**config.mk**
```make
export PLATFORM = sky130hd
export DESIGN_NAME = idu_decoder
export DESIGN_NICKNAME = d
export VERILOG_FILES = /design/src/rtl/npc_pkg.sv /design/src/rtl/idu_decoder_imm_gen.sv /design/src/rtl/idu_decoder.sv
export SDC_FILE = /design/constraint.sdc
export NUM_CORES = 1
export LEC_CHECK = 0
export ABC_AREA = 1
export CAP_MARGIN = 25
export CORE_UTILIZATION = 40
export CTS_CLUSTER_DIAMETER = 200
export DETAILED_ROUTE_END_ITERATION = 16
export PLACE_DENSITY = 0.81
export SETUP_SLACK_MARGIN = 0.4
export SKIP_CTS_REPAIR_TIMING = 1
export SKIP_LAST_GASP = 1
export SLEW_MARGIN = 20
export SYNTH_ARGS = -nofsm -noshare
export SYNTH_HDL_FRONTEND = slang
export SYNTH_SLANG_ARGS = --single-unit
```
**constraint.sdc**
```tcl
create_clock -name clk -period 2.2 [get_ports clk]
set_input_delay 0.66 -clock clk [delete_from_list [all_inputs] [get_ports clk]]
set_output_delay 0.66 -clock clk [all_outputs]
set_load 0.01 [all_outputs]
```
**src/rtl/npc_pkg.sv**
```systemverilog
// Shared decode constants: ALU operation codes, RV32I opcodes, operand selects
// and the registered decode bundle layout.
package npc_pkg;

  localparam int XLEN = 32;

  localparam logic [3:0] ALU_ADD  = 4'b0000;
  localparam logic [3:0] ALU_SUB  = 4'b0001;
  localparam logic [3:0] ALU_SLL  = 4'b0010;
  localparam logic [3:0] ALU_SLT  = 4'b0100;
  localparam logic [3:0] ALU_SLTU = 4'b0110;
  localparam logic [3:0] ALU_XOR  = 4'b1000;
  localparam logic [3:0] ALU_SRL  = 4'b1010;
  localparam logic [3:0] ALU_SRA  = 4'b1011;
  localparam logic [3:0] ALU_OR   = 4'b1100;
  localparam logic [3:0] ALU_AND  = 4'b1110;
  localparam logic [3:0] ALU_PASS = 4'b1111;

  localparam logic [6:0] OPC_LUI    = 7'b0110111;
  localparam logic [6:0] OPC_AUIPC  = 7'b0010111;
  localparam logic [6:0] OPC_JAL    = 7'b1101111;
  localparam logic [6:0] OPC_JALR   = 7'b1100111;
  localparam logic [6:0] OPC_BRANCH = 7'b1100011;
  localparam logic [6:0] OPC_LOAD   = 7'b0000011;
  localparam logic [6:0] OPC_STORE  = 7'b0100011;
  localparam logic [6:0] OPC_OP_IMM = 7'b0010011;
  localparam logic [6:0] OPC_OP     = 7'b0110011;
  localparam logic [6:0] OPC_FENCE  = 7'b0001111;
  localparam logic [6:0] OPC_SYSTEM = 7'b1110011;

  typedef enum logic [1:0] {SRC1_RS1 = 2'd0, SRC1_PC = 2'd1, SRC1_ZERO = 2'd2} src1_sel_e;
  typedef enum logic [1:0] {SRC2_RS2 = 2'd0, SRC2_IMM = 2'd1, SRC2_FOUR = 2'd2} src2_sel_e;

  typedef struct packed {
    logic [XLEN-1:0] pc;
    logic [3:0]      alu_op;
    src1_sel_e       src1_sel;
    src2_sel_e       src2_sel;
    logic [XLEN-1:0] imm;
    logic [4:0]      rs1;
    logic [4:0]      rs2;
    logic [4:0]      rd;
    logic            rf_wen;
    logic            mem_ren;
    logic            mem_wen;
    logic [2:0]      mem_size;
    logic            branch;
    logic            jal;
    logic            jalr;
    logic            ecall;
    logic            ebreak;
    logic            illegal;
  } dec_bundle_t;

  // Shared OP/OP-IMM funct3 map; alt (inst[30]) only matters for shift-right.
  function automatic logic [3:0] alu_from_f3(input logic [2:0] f3, input logic alt);
    logic [3:0] op;
    case (f3)
      3'b000:  op = ALU_ADD;
      3'b001:  op = ALU_SLL;
      3'b010:  op = ALU_SLT;
      3'b011:  op = ALU_SLTU;
      3'b100:  op = ALU_XOR;
      3'b101:  op = alt ? ALU_SRA : ALU_SRL;
      3'b110:  op = ALU_OR;
      3'b111:  op = ALU_AND;
      default: op = ALU_ADD;
    endcase
    return op;
  endfunction

endpackage

```
**src/rtl/idu_decoder_imm_gen.sv**
```systemverilog
// Immediate extraction for RV32I; format chosen from the opcode. Shift-immediates
// yield the zero-extended shift amount rather than the raw I field.
module imm_gen
  import npc_pkg::*;
#(
  parameter int WIDTH = 32
) (
  input  logic [31:0]      inst,
  output logic [WIDTH-1:0] imm
);

  logic [6:0] opc_s;
  logic [2:0] f3_s;

  assign opc_s = inst[6:0];
  assign f3_s  = inst[14:12];

  // Format select by opcode.
  always_comb begin
    imm = '0;
    case (opc_s)
      OPC_OP_IMM: begin
        if (f3_s == 3'b001 || f3_s == 3'b101) begin
          imm = {27'd0, inst[24:20]};
        end else begin
          imm = {{20{inst[31]}}, inst[31:20]};
        end
      end
      OPC_LOAD, OPC_JALR: imm = {{20{inst[31]}}, inst[31:20]};
      OPC_STORE:  imm = {{20{inst[31]}}, inst[31:25], inst[11:7]};
      OPC_BRANCH: imm = {{19{inst[31]}}, inst[31], inst[7], inst[30:25], inst[11:8], 1'b0};
      OPC_LUI, OPC_AUIPC: imm = {inst[31:12], 12'd0};
      OPC_JAL:    imm = {{11{inst[31]}}, inst[31], inst[19:12], inst[20], inst[30:21], 1'b0};
      default:    imm = '0;
    endcase
  end

endmodule

```
**src/rtl/idu_decoder.sv**
```systemverilog
// RV32I decode stage: combinational decode into a one-entry output register with
// valid/ready on both sides and a flush that discards held and incoming work.
module idu_decoder
  import npc_pkg::*;
#(
  parameter int WIDTH = 32
) (
  input  logic             clk,
  input  logic             rst,
  input  logic             in_valid,
  output logic             in_ready,
  input  logic [31:0]      in_inst,
  input  logic [WIDTH-1:0] in_pc,
  input  logic             flush,
  output logic             out_valid,
  input  logic             out_ready,
  output logic [WIDTH-1:0] out_pc,
  output logic [3:0]       out_alu_op,
  output logic [1:0]       out_src1_sel,
  output logic [1:0]       out_src2_sel,
  output logic [WIDTH-1:0] out_imm,
  output logic [4:0]       out_rs1,
  output logic [4:0]       out_rs2,
  output logic [4:0]       out_rd,
  output logic             out_rf_wen,
  output logic             out_mem_ren,
  output logic             out_mem_wen,
  output logic [2:0]       out_mem_size,
  output logic             out_branch,
  output logic             out_jal,
  output logic             out_jalr,
  output logic             out_ecall,
  output logic             out_ebreak,
  output logic             out_illegal
);

  logic [WIDTH-1:0] imm_s;
  logic [6:0]       opc_s;
  logic [2:0]       f3_s;
  logic [6:0]       f7_s;
  logic             accept_s;
  logic             valid_r;
  dec_bundle_t      dec_s;
  dec_bundle_t      bundle_r;

  imm_gen #(.WIDTH(WIDTH)) u_imm_gen (.inst(in_inst), .imm(imm_s));

  assign opc_s    = in_inst[6:0];
  assign f3_s     = in_inst[14:12];
  assign f7_s     = in_inst[31:25];
  assign in_ready = ~valid_r | out_ready;
  assign accept_s = in_valid & in_ready;

  // Instruction decode into the execute bundle.
  always_comb begin
    dec_s         = '0;
    dec_s.pc      = in_pc;
    dec_s.imm     = imm_s;
    dec_s.rs1     = in_inst[19:15];
    dec_s.rs2     = in_inst[24:20];
    dec_s.rd      = in_inst[11:7];
    dec_s.alu_op  = ALU_ADD;
    dec_s.src1_sel = SRC1_RS1;
    dec_s.src2_sel = SRC2_RS2;
    if (in_inst[1:0] != 2'b11) begin
      dec_s.illegal = 1'b1;
    end else begin
      case (opc_s)
        OPC_LUI: begin
          dec_s.alu_op = ALU_PASS; dec_s.src1_sel = SRC1_ZERO;
          dec_s.src2_sel = SRC2_IMM; dec_s.rf_wen = 1'b1;
        end
        OPC_AUIPC: begin
          dec_s.src1_sel = SRC1_PC; dec_s.src2_sel = SRC2_IMM; dec_s.rf_wen = 1'b1;
        end
        OPC_JAL, OPC_JALR: begin
          dec_s.src1_sel = SRC1_PC; dec_s.src2_sel = SRC2_FOUR; dec_s.rf_wen = 1'b1;
          dec_s.jal  = (opc_s == OPC_JAL);
          dec_s.jalr = (opc_s == OPC_JALR);
        end
        OPC_BRANCH: begin
          dec_s.branch = 1'b1; dec_s.mem_size = f3_s;
          case (f3_s[2:1])
            2'b00:   dec_s.alu_op = ALU_SUB;
            2'b10:   dec_s.alu_op = ALU_SLT;
            2'b11:   dec_s.alu_op = ALU_SLTU;
            default: dec_s.illegal = 1'b1;
          endcase
        end
        OPC_LOAD: begin
          dec_s.src2_sel = SRC2_IMM; dec_s.mem_ren = 1'b1; dec_s.rf_wen = 1'b1;
          dec_s.mem_size = f3_s;
          dec_s.illegal  = (f3_s == 3'b011) || (f3_s[2:1] == 2'b11);
        end
        OPC_STORE: begin
          dec_s.src2_sel = SRC2_IMM; dec_s.mem_wen = 1'b1; dec_s.mem_size = f3_s;
          dec_s.illegal  = (f3_s >= 3'b011);
        end
        OPC_OP_IMM: begin
          dec_s.src2_sel = SRC2_IMM; dec_s.rf_wen = 1'b1;
          dec_s.alu_op   = alu_from_f3(f3_s, (f3_s == 3'b101) & in_inst[30]);
          if (f3_s == 3'b001) begin
            dec_s.illegal = in_inst[25] | in_inst[30];
          end else if (f3_s == 3'b101) begin
            dec_s.illegal = in_inst[25];
          end else begin
            dec_s.illegal = 1'b0;
          end
        end
        OPC_OP: begin
          dec_s.rf_wen = 1'b1;
          if (f7_s == 7'b0000000) begin
            dec_s.alu_op = alu_from_f3(f3_s, 1'b0);
          end else if (f7_s == 7'b0100000 && f3_s == 3'b000) begin
            dec_s.alu_op = ALU_SUB;
          end else if (f7_s == 7'b0100000 && f3_s == 3'b101) begin
            dec_s.alu_op = ALU_SRA;
          end else begin
            dec_s.illegal = 1'b1;
          end
        end
        OPC_FENCE: dec_s.alu_op = ALU_ADD;
        OPC_SYSTEM: begin
          if (in_inst == 32'h0000_0073) begin
            dec_s.ecall = 1'b1;
          end else if (in_inst == 32'h0010_0073) begin
            dec_s.ebreak = 1'b1;
          end else begin
            dec_s.illegal = 1'b1;
          end
        end
        default: dec_s.illegal = 1'b1;
      endcase
    end
    // Illegal instructions travel downstream but must have no side effects.
    if (dec_s.illegal) begin
      dec_s.rf_wen  = 1'b0; dec_s.mem_ren = 1'b0; dec_s.mem_wen = 1'b0;
      dec_s.branch  = 1'b0; dec_s.jal     = 1'b0; dec_s.jalr    = 1'b0;
      dec_s.ecall   = 1'b0; dec_s.ebreak  = 1'b0;
    end else begin
      dec_s.rf_wen = dec_s.rf_wen & (dec_s.rd != 5'd0);
    end
  end

  // Output pipeline register; flush outranks accept, and a stall holds everything.
  always_ff @(posedge clk) begin
    if (rst) begin
      valid_r  <= 1'b0;
      bundle_r <= '0;
    end else if (flush) begin
      valid_r  <= 1'b0;
    end else if (accept_s) begin
      valid_r  <= 1'b1;
      bundle_r <= dec_s;
    end else if (out_ready) begin
      valid_r  <= 1'b0;
    end else begin
      valid_r  <= valid_r;
    end
  end

  assign out_valid    = valid_r;
  assign out_pc       = bundle_r.pc;
  assign out_alu_op   = bundle_r.alu_op;
  assign out_src1_sel = bundle_r.src1_sel;
  assign out_src2_sel = bundle_r.src2_sel;
  assign out_imm      = bundle_r.imm;
  assign out_rs1      = bundle_r.rs1;
  assign out_rs2      = bundle_r.rs2;
  assign out_rd       = bundle_r.rd;
  assign out_rf_wen   = bundle_r.rf_wen;
  assign out_mem_ren  = bundle_r.mem_ren;
  assign out_mem_wen  = bundle_r.mem_wen;
  assign out_mem_size = bundle_r.mem_size;
  assign out_branch   = bundle_r.branch;
  assign out_jal      = bundle_r.jal;
  assign out_jalr     = bundle_r.jalr;
  assign out_ecall    = bundle_r.ecall;
  assign out_ebreak   = bundle_r.ebreak;
  assign out_illegal  = bundle_r.illegal;

endmodule

```
; Yosys cells after proc, flatten, opt, wreduce, memory -nomap -nowiden
; Memories as Yosys holds them, arrays and structs flattened.
; Index checks and enable logic that the tools add are counted.
[op_classes]
order_cmp = 1
eq_ne = 24
mux = 37
bitwise = 7
reduce_logical = 20
[ops]
columns = cell, count
row1 = one-hot mux 32 bit (6 select lines), 1
row2 = == test 32 x 21 -> 1 bit (second input constant), 1
row3 = == test 32 x 7 -> 1 bit (second input constant), 1
row4 = two-way mux 32 bit, 1
row5 = one-hot mux 4 bit (8 select lines), 1
row6 = == test 7 x 6 -> 1 bit (second input constant), 4
row7 = == test 7 bit (second input constant), 4
row8 = two-way mux 1 bit, 18
row9 = one-hot mux 4 bit (4 select lines), 1
row10 = == test 7 x 5 -> 1 bit (second input constant), 2
row11 = == test 3 bit (second input constant), 4
row12 = two-way mux 4 bit, 3
row13 = two-way mux 11 bit, 1
row14 = OR reduction 5 bit, 2
row15 = one-hot mux 3 bit (3 select lines), 1
row16 = OR reduction 3 bit, 3
row17 = two-way mux 2 bit, 4
row18 = two-way mux 8 bit, 1
row19 = one-hot mux 2 bit (2 select lines), 2
row20 = OR reduction 2 bit, 4
row21 = == test 7 x 2 -> 1 bit (second input constant), 1
row22 = == test 7 x 4 -> 1 bit (second input constant), 1
row23 = logical NOT 7 bit, 1
row24 = one-hot mux 1 bit (7 select lines), 1
row25 = 18 further kinds, 26
[totals]
ff_bits = 100
rom_bits = 24
in_bits = 69
out_inout_bits = 101
wordCells = 109
n_memories = 1
[mem_list]
columns = memory, depth, width, read_ports, rd_clocked_by_memory_dff, write_ports, line
row1 = (name not given), 8, 3, 1, 0, 0, npc_pkg.sv:58  ; case (f3)

; Depth between registers and ports, before layout
[depth]
ltp_word = 8
ltp_mapped = 12
ltp_nobuf = 12

; Cells and area by module
; From an unflattened synthesis, not the netlist that was laid out.
[hier_totals]
hier_cells = 796
hier_area_um2 = 5168.7
[by_module_without_submodules]
columns = module, n_inst, cells_per_inst, area_each_um2, seq_area_each_um2
row1 = idu_decoder, 1, 577, 4096.4, 2001.9
row2 = imm_gen, 1, 219, 1072.3, 0.0

; Least setup slack after synthesis
; Ideal clock, no wire load.
[synth_timing]
kind = input -> register
start = input port in_inst[0]
end = register bundle_r, in the netlist out_imm[21]
setup_time_ns = 0.132
t_arrival_ns = 1.667
t_required_ns = 2.068
slack_ns = 0.401
stages = 11
path_buffers = 1
cell_sequence = nand2_1 -> inv_2 -> nand2_2 -> nor2_1 -> nor2_1 -> o21ai_2 -> o21ai_2 -> buf_6 -> nand2_1 -> nand2_1 -> a21oi_1
[synth_via]
elab_chain_len = 3
elab_cells_between_ends = 11
cone_classes = eq/ne: 8 / mux: 1 / reduce/logical: 2
[synth_lines]
columns = element, line
row1 = from (decl), idu_decoder.sv:12  ; input logic [31:0] in_inst,
row2 = == test 7 x 6 -> 1 bit (tied with other cells), idu_decoder_imm_gen.sv:21  ; case (opc_s)
row3 = OR reduction 2 bit, idu_decoder_imm_gen.sv:21
row4 = one-hot mux 32 bit (6 select lines) *, idu_decoder_imm_gen.sv:21
row5 = to (signal assigned), idu_decoder.sv:154  ; bundle_r <= dec_s;
row6 = to (decl), idu_decoder.sv:44  ; dec_bundle_t bundle_r;
; Every way passes the cells marked *; elsewhere a longest branch is shown, timed or not.
; A chain may end at the register's enable or synchronous reset.

; Worst setup path in the final report
[layout_timing]
start = input port in_inst[7]
end = register bundle_r, in the netlist out_ebreak
[layout_via]
elab_chain_len = 6
elab_cells_between_ends = 10
cone_classes = eq/ne: 2 / mux: 8
[layout_lines]
columns = element, line
row1 = == test 32 x 21 -> 1 bit, idu_decoder.sv:126  ; end else if (in_inst == 32'h0010_0073) begin
row2 = two-way mux 1 bit, idu_decoder.sv:126
row3 = two-way mux 2 bit *, idu_decoder.sv:124  ; if (in_inst == 32'h0000_0073) begin
row4 = one-hot mux 1 bit (7 select lines) / two-way mux 2 bit (equally long branches), idu_decoder.sv:68  ; case (opc_s)
row5 = two-way mux 1 bit / two-way mux 11 bit (equally long branches), idu_decoder.sv:65  ; if (in_inst[1:0] != 2'b11) begin
row6 = two-way mux 5 bit *, idu_decoder.sv:136  ; if (dec_s.illegal) begin
; Marks and branches as above.

==> metrics <==
synth unique cells 27; vias in the first global route 4682; Slew HR 76.2%; Global Route Usage Sum 25.4%; CP Cell Sequence clkdlybuf4s50_1, inv_2, nand2_1, nor2_1, nand2_1, nor2_2, nand2_2, buf_4, buf_4, nor2_2, a21oi_1, nor2_1; Max Root-Sink Buffers 2; full die area 0.0115 mm2; I/O Pins 170; sequential share of the synthesized area 45.3%; min Tclk post-route 1780 ps; CP Max Fanout 2; fin worst setup slack 423 ps; vias per cell 4.98; RePlAce Congestion 0.918; Total Nets Final 963; CP Class input port to flop; synthesized instance count 652; share of layout cells above drive strength 1 20.2%; pin count of the biggest net entering global routing 31; Max Slew Vio Count 0; crit path DAT 2090 ps; P_leak 0.00507 uW; worst min path class flop to flop; IO Port Bufs 169; ant diodes 0; CP max stage delay 410 ps; mapped cell area 0.00442 mm2; placed instance area 0.00684 mm2; initial DRC count 292; CTS Sinks 100; max frequency 0.563 GHz; status finished clean; clk_lat worst skew 380 ps; die height 107 um; pre-CTS setup slack -317 ps; RSZ-0062 raised after global routing false; drt wl/cell 14.7 um; Synth area leader dfxtp_1; worst path required time 2520 ps; WL final 15.3 mm; clock root cell clkbuf_8; final antenna-violating net count 0; Power Density 511 mW/mm2; Seq cells post-synth 100; Final Skew 18.7 ps; htree depth 3; Slew @ Worst Pin 356 ps; core box area 0.0108 mm2; area grow syn2layout 72.3%; global-route wire length before repair 22.8 mm; row count 38; DR vias 5176; total gr overflow 0; drt first pass iters 5; starting density of the core 40.9%; slowest stage cell, crit path clkdlybuf4s50_1; TritonCTS buffer count 9; largest cells by area after synthesis dfxtp_1 (45%), nand2_1 (15%), nor2_1 (9.9%); final instance area 0.00761 mm2; detailed placer's ending HPWL 10.8 mm; initial antenna violation count 0; DRC Markers 0; Final period util 80.8%; Die Wd 107 um; setup TNS 0 ps; nature of the critical path endpoint flop; Final Hold Fails 0; FILL cells 852; type of origin of the critical path input port; Syn Area/Cell 6.78 um2; clock slew at reported path FFs 120 ps; top cell type's share of synthesized area 45.3%; maximum vdd drop 340 uV; Syn. warnings 0; maxcap violations 0; # setup viols final 0; CTS tree done; Post-Syn Nets 721
[worst paths after layout]
| check | start | to | slack, ps | cells after the start |
|---|---|---|---|---|
| worst max-delay path | in_inst[7] | out_ebreak$_SDFFE_PP0P_ | 420 | 12 |
| worst min-delay path | out_imm[18]$_SDFFE_PP0P_ | out_imm[18]$_SDFFE_PP0P_ | 470 | 2 |
| worst max register to register | out_valid$_SDFFE_PP0P_ | out_rf_wen$_SDFFE_PP0P_ | 640 | 9 |
| worst min register to register | out_imm[18]$_SDFFE_PP0P_ | out_imm[18]$_SDFFE_PP0P_ | 470 | 2 |
[metrics by stage]
step | util [%] | std cells | hold slack (ps) | power, uW
6_report | 70.5 | 1039 | 469 | 3890
5_1_grt | 70.5 | 1039 | 490 | 4050
4_1_cts | 65.3 | 1032 | 471 | 3900
3_5_place_dp | 63.3 | 1016 | 455 | 2630
3_3_place_gp | 63.3 | 1016 | 452 | 2630
2_1_floorplan | - | 652 | 490 | 2210
[flip-flops by register name (all words and copies together), names as in the netlist, 2 cells and up]
name,count
out_imm,32
out_alu_op,4
out_rs1,5
out_rd,5
out_src1_sel,2
out_src2_sel,2
out_mem_size,3
out_pc,32
out_rs2,5
[critical path: cells and delay by family]
family,cells,cell delay [ps]
buf+inv,4,770
compound gates,1,40
simple gates,7,610
[per-layer routing]
layer  vias to the layer above  wire (um)  GRT usage [%]
met3                        14       1350           7.66
li1                       2582          -              -
met5                         -          0              0
met1                      2372       6310           31.7
met2                       208       7450           42.4
met4                         0        206           6.95
[layout by cell type, fill, tap and decap left out, types with 2 or more instances in the layout]
cell	synthesis	final
a211oi_1	3	3
a21oi_1	67	65
a21oi_2	1	2
buf_12	0	3
buf_2	11	2
buf_4	0	89
buf_6	1	3
buf_8	0	2
clkbuf_8	0	9
clkdlybuf4s50_1	0	36
dfxtp_1	100	99
dlymetal6s2s_1	0	131
inv_1	29	21
inv_2	13	20
inv_8	0	2
nand2_1	172	166
nand2_2	5	9
nand2_4	0	2
nand3_1	21	18
nand3_2	2	5
nand4_1	11	11
nor2_1	116	99
nor2_2	1	15
nor2_4	3	6
o21ai_0	56	56
o21ai_1	2	2
o21ai_4	0	3
o22ai_1	5	5
[logic make-up (layout without fill, tap and decap cells)]
logic type	after synthesis	after routing	share of synthesized area [%]
DFF	100	100	45.3
buffers and inverters	78	324	7.11
AOI/OAI and AO/OA	140	141	16.7
and+or+nand+nor	334	334	30.9
[synth_stat cells (all sizes together)]
| cell type | n |
|---|---|
| o21bai | 1 |
| nand4 | 11 |
| nor2 | 120 |
| buf | 13 |
| o2111ai | 1 |
| nor3 | 2 |
| dfxtp | 100 |
| o211ai | 1 |
| a21oi | 68 |
| nand3b | 1 |
| nand2 | 177 |
| nand3 | 23 |
| inv | 42 |
| clkbuf | 23 |
| o21ai | 61 |
| a211oi | 3 |
| o22ai | 5 |
[area by class of cell]
cell class / count / area (um2) / share of cell area (%)
clock buffer: 9 / 124 / 1.63
clock inverter: 7 / 90.1 / 1.18
inverter: 42 / 160 / 2.10
multi-input combinational: 475 / 2260 / 29.7
sequential: 100 / 2000 / 26.3
tap: 140 / 175 / 2.30
timing repair buffer: 266 / 2800 / 36.8
[report_power, final]
| group | internal [uW] | switching [uW] |
|---|---|---|
| clock network | 554 | 728 |
| logic | 351 | 344 |
| registers | 1880 | 31.5 |
(Power assumes the default switching activity.)
